$ cat src/rtl/uart_rx.sv
// 8N1 UART receiver: synchronises the serial line, samples each bit at its centre
// and emits one-cycle strobes for a good byte (data_valid) or a low stop bit (frame_err).
module uart_rx #(
  parameter int CLKS_PER_BIT = 833
) (
  input  logic       clk,
  input  logic       rst,
  input  logic       rx,
  output logic [7:0] data_out,
  output logic       data_valid,
  output logic       frame_err,
  output logic       busy,
  output logic [2:0] debug_state
);

  typedef enum logic [2:0] {
    S_IDLE  = 3'd0,
    S_START = 3'd1,
    S_DATA  = 3'd2,
    S_STOP  = 3'd3,
    S_BREAK = 3'd4
  } state_t;

  localparam int CW = $clog2(CLKS_PER_BIT);
  localparam logic [CW-1:0] HALF_M1  = CW'(CLKS_PER_BIT / 2 - 1);
  localparam logic [CW-1:0] LAST_CNT = CW'(CLKS_PER_BIT - 1);

  logic [1:0]    r_sync;
  logic          w_rx_s;
  state_t        r_state;
  logic [CW-1:0] r_cnt;
  logic [2:0]    r_idx;
  logic [7:0]    r_shift;
  logic [7:0]    r_data;
  logic          r_valid;
  logic          r_err;

  // Two-flop synchroniser; resets to the idle-high line level so reset never looks like a start bit.
  always_ff @(posedge clk) begin
    if (rst) r_sync <= 2'b11;
    else     r_sync <= {r_sync[0], rx};
  end

  assign w_rx_s = r_sync[1];

  always_ff @(posedge clk) begin
    if (rst) begin
      r_state <= S_IDLE;
      r_cnt   <= '0;
      r_idx   <= '0;
      r_shift <= '0;
      r_data  <= '0;
      r_valid <= 1'b0;
      r_err   <= 1'b0;
    end else begin
      r_valid <= 1'b0;
      r_err   <= 1'b0;
      case (r_state)
        S_IDLE: begin
          r_cnt <= '0;
          r_idx <= '0;
          if (!w_rx_s) r_state <= S_START;
        end
        S_START: begin
          if (r_cnt == HALF_M1) begin
            r_cnt   <= '0;
            r_state <= w_rx_s ? S_IDLE : S_DATA;
          end else begin
            r_cnt <= r_cnt + 1'b1;
          end
        end
        S_DATA: begin
          if (r_cnt == LAST_CNT) begin
            r_cnt          <= '0;
            r_shift[r_idx] <= w_rx_s;
            if (r_idx == 3'd7) r_state <= S_STOP;
            else               r_idx   <= r_idx + 1'b1;
          end else begin
            r_cnt <= r_cnt + 1'b1;
          end
        end
        S_STOP: begin
          if (r_cnt == LAST_CNT) begin
            r_cnt <= '0;
            if (w_rx_s) begin
              r_data  <= r_shift;
              r_valid <= 1'b1;
              r_state <= S_IDLE;
            end else begin
              r_err   <= 1'b1;
              r_state <= S_BREAK;
            end
          end else begin
            r_cnt <= r_cnt + 1'b1;
          end
        end
        S_BREAK: begin
          // A line held low after a bad stop bit must go high before a new start is accepted.
          r_cnt <= '0;
          if (w_rx_s) r_state <= S_IDLE;
        end
        default: r_state <= S_IDLE;
      endcase
    end
  end

  assign data_out    = r_data;
  assign data_valid  = r_valid;
  assign frame_err   = r_err;
  assign busy        = (r_state != S_IDLE);
  assign debug_state = r_state;

endmodule

$ cat config.mk
export PLATFORM = sky130hd
export DESIGN_NAME = uart_rx
export DESIGN_NICKNAME = d
export VERILOG_FILES = /design/src/rtl/uart_rx.sv
export SDC_FILE = /design/constraint.sdc
export NUM_CORES = 1
export LEC_CHECK = 0
export ABC_AREA = 1
export ABC_CLOCK_PERIOD_IN_PS = 3300
export BUFFER_PORTS_ARGS = -buffer_cell sky130_fd_sc_hd__buf_2
export CORE_AREA = 10 10 71 67
export CTS_CLUSTER_DIAMETER = 40
export DETAILED_ROUTE_END_ITERATION = 16
export DIE_AREA = 0 0 81 77
export GPL_ROUTABILITY_DRIVEN = 0
export PLACE_DENSITY = 0.73
export SLEW_MARGIN = 20
export SYNTH_ARGS = -nofsm -noshare
export SYNTH_HDL_FRONTEND = slang
export SYNTH_SLANG_ARGS = --single-unit
$ cat constraint.sdc
create_clock -name clk -period 3.3 [get_ports clk]
set_input_delay 0.825 -clock clk [delete_from_list [all_inputs] [get_ports clk]]
set_output_delay 0.825 -clock clk [all_outputs]
set_load 0.01 [all_outputs]
==> impl_results.md <==
- Run status: finished clean
- # hold bufs at CTS: 0
- Slew Viols, Final: 0
- WP depth: 3
- Vias/cell: 4.79
- Post-Syn Instances: 249
- Antenna viol nets, final: 0
- Gr usage total: 0.117
- Drt drc: 0
- Clock skew: 0.00389 ns
- First-pass GRT wire length: 6070 um
- Syn_area_per_cell: 7.07 um2
- Register area share after synthesis: 0.410
- CORE AREA: 3300 um2
- Worst slack at placement: 1.45 ns
- Fin nets: 275
- Pwr Density: 630 nW/um2
- Simple-Gate Fraction of Synth Area: 0.373
- Cts bufs inserted: 5
- Antenna cells: 0
- CP max stage cell: dfxtp_1
- Largest family of logic cells by synthesized area: simple AND/OR/NAND/NOR gates
- Clock Path Buffers: 2
- Vias in the first global route: 1,387
- Worst-Skew Late Latency: 0.28 ns
- CP max FO: 7
- Htree depth: 2
- Die span in x: 81 um
- Slew margin rel.: 0.711
- First-pass DRT Iterations: 4
- FILL cells: 337
- CP Class: reg2out
- Area of the multi-input gates: 895 um2
- Met3 GRT Util: 0.0396
- Register area: 721 um2
- Mux cell area share after synthesis: 0
- Worst Hold Class: reg2reg
- Synth Area in Adders: 0.0284
- Final worst path period need: 1.90 ns
- Total power: 0.00125 W
- Die H: 77 um
- Crit path cell chain: inv_2 -> nand2_1 -> buf_2
- Worst-path clk slew: 0.07 ns
- DR iter-0 viols: 124
- Crit start category: flop
- Cells on worst reg2reg path: 9
- Placed Instances: 305
- Port bufs: 16
- GR Util met1: 0.170
- Tcrit/Tclk final: 0.577
- Final setup viols: 0
- Final HPWL DP: 2540 um
- Initial Utilization: 0.533
- # Post-CTS Setup Buffers: 0
- Initial antenna violation count: 0
- Largest net degree at the start of global routing: 20
- Final std cells w/o fill: 313
- Syn_nets: 256
- Synth warn: 0
- Max_cap viols: 0
- Netlist cell types: 25
- Worst EP arrival: 1.08 ns
- Fmax: 525 MHz
- TritonCTS clock tree: built
- Wire per inst: 10.8 um
- Setup crit end kind: output port
- GR Overflow Total: 0
- Total number of vias: 1,498
- Most crowded layer after global routing: met1
- Maximum VDD drop: 0.000546 V
- Syn-to-layout area delta: 12.4%
- CP bufs+invs: 2
- Compound-gate portion of the synthesized area: 0.0768
- Worst-margin pin slew: 0.433 ns
- Die Area: 6240 um2
- Min-Delay Path Depth: 1
- Seq cells post-synth: 36
- Ports: 17
- Final hold vios: 0
- Setup ws final: 1.40 ns
- Clock Sinks: 36
- Fraction of layout cells with a size suffix above 1: 0.167
- Cell family with the largest share of critical-path delay: flip-flops
- Fin Setup TNS: 0 ns
- RSZ-0062 raised after global routing: false
- Cell area after synthesis: 1760 um2
- Static Leakage: 0.910 nW
- Commonest non-fill, non-tap cells in the layout: nand2_1 (55), nor2_1 (42), dfxtp_1 (36), inv_1 (26), nand3_1 (19)
- XOR/XNOR Fraction of Synth Area: 0.0299
- DRT Wirelength: 3370 um
- Post-CTS Resized: 0
- CP required: 2.47 ns
- Std cell rows: 20
- Worst path max stage delay: 0.52 ns
- Root Driver: clkbuf_8
- Grt met2 use: 0.154
- Commonest non-fill, non-tap cell in the layout: nand2_1
where the power goes:
part	switching, W	leakage, nW	internal [W]
clock	0.000148	0.0552	0.000224
combinational	0.000245	0.564	0.000124
sequential	0.0000450	0.291	0.000460
final timing paths:
check                                     from     endpoint  slack [ns]
worst max register to register        r_cnt[0]  data_out[1]        1.67
worst min register to register       r_sync[0]    r_sync[1]        0.41
worst min-delay path                 r_sync[0]    r_sync[1]        0.41
worst max-delay path            debug_state[2]         busy        1.40
cells in the mapped netlist:
cell      count  share of area
nor2_8        1          0.011
nand3_4       1          0.010
nand4_2       1         0.0071
nand2_1      55           0.12
a21oi_1      14          0.040
nor3_4        1         0.0092
inv_1        26          0.055
xnor2_1       1         0.0050
nand4_1       3          0.011
nor2_1       42          0.090
ha_1          4          0.028
nand2_2       4          0.014
buf_6         1         0.0064
inv_2         6          0.013
xor2_1        5          0.025
nand3b_1      1         0.0043
nand3_1      19          0.054
o21ai_0      13          0.037
nor2_4        2          0.013
nor2_2        4          0.014
or2_2         2         0.0071
nor3_1        4          0.011
dfxtp_1      36           0.41
clkbuf_1      2         0.0043
buf_2         1         0.0028
layout make-up:
cell class / count / area share
Multi-Input combinational cell: 177 / 0.452
Sequential cell: 36 / 0.364
Inverter: 32 / 0.0607
Timing Repair Buffer: 16 / 0.0405
Clock buffer: 6 / 0.0367
Tap cell: 44 / 0.0278
Clock inverter: 2 / 0.0177
registers in the layout (all words and copies together), names as in the netlist:
name         flops
data_out         8
data_valid       1
debug_state      3
frame_err        1
r_cnt           10
r_idx            3
r_shift          8
r_sync           2
per-stage QoR:
step	util	hold WS (ns)	cell area [um2]
2_1_floorplan	-	0.389	1760
3_3_place_gp	0.566	0.397	1870
3_5_place_dp	0.566	0.407	1870
4_1_cts	0.599	0.422	1980
5_1_grt	0.599	0.427	1980
6_report	0.599	0.415	1980
routing by layer:
metal	up-vias	routed length, um
met5	-	0
met4	0	19
met3	2	247
met2	29	1240
met1	642	1860
li1	825	-
cell families (layout without fill, tap and decap cells):
logic type                 Yosys count  after routing
and+or+nand+nor                    140            140
AOI/OAI and AO/OA                   27             27
buffers and inverters               36             56
xor gates and xnor gates             6              6
adders and majority gates            4              4
DFF                                 36             36
worst register-to-register path, cell delays in order (launching register included):
cell,delay (ns)
dfxtp_1,0.35
inv_1,0.07
ha_1,0.14
nand2_1,0.06
nor2_2,0.16
nand3_4,0.17
inv_1,0.11
nand3_1,0.21
nor2_1,0.20
nor2_1,0.06
Power figures use the tool's default switching activity.
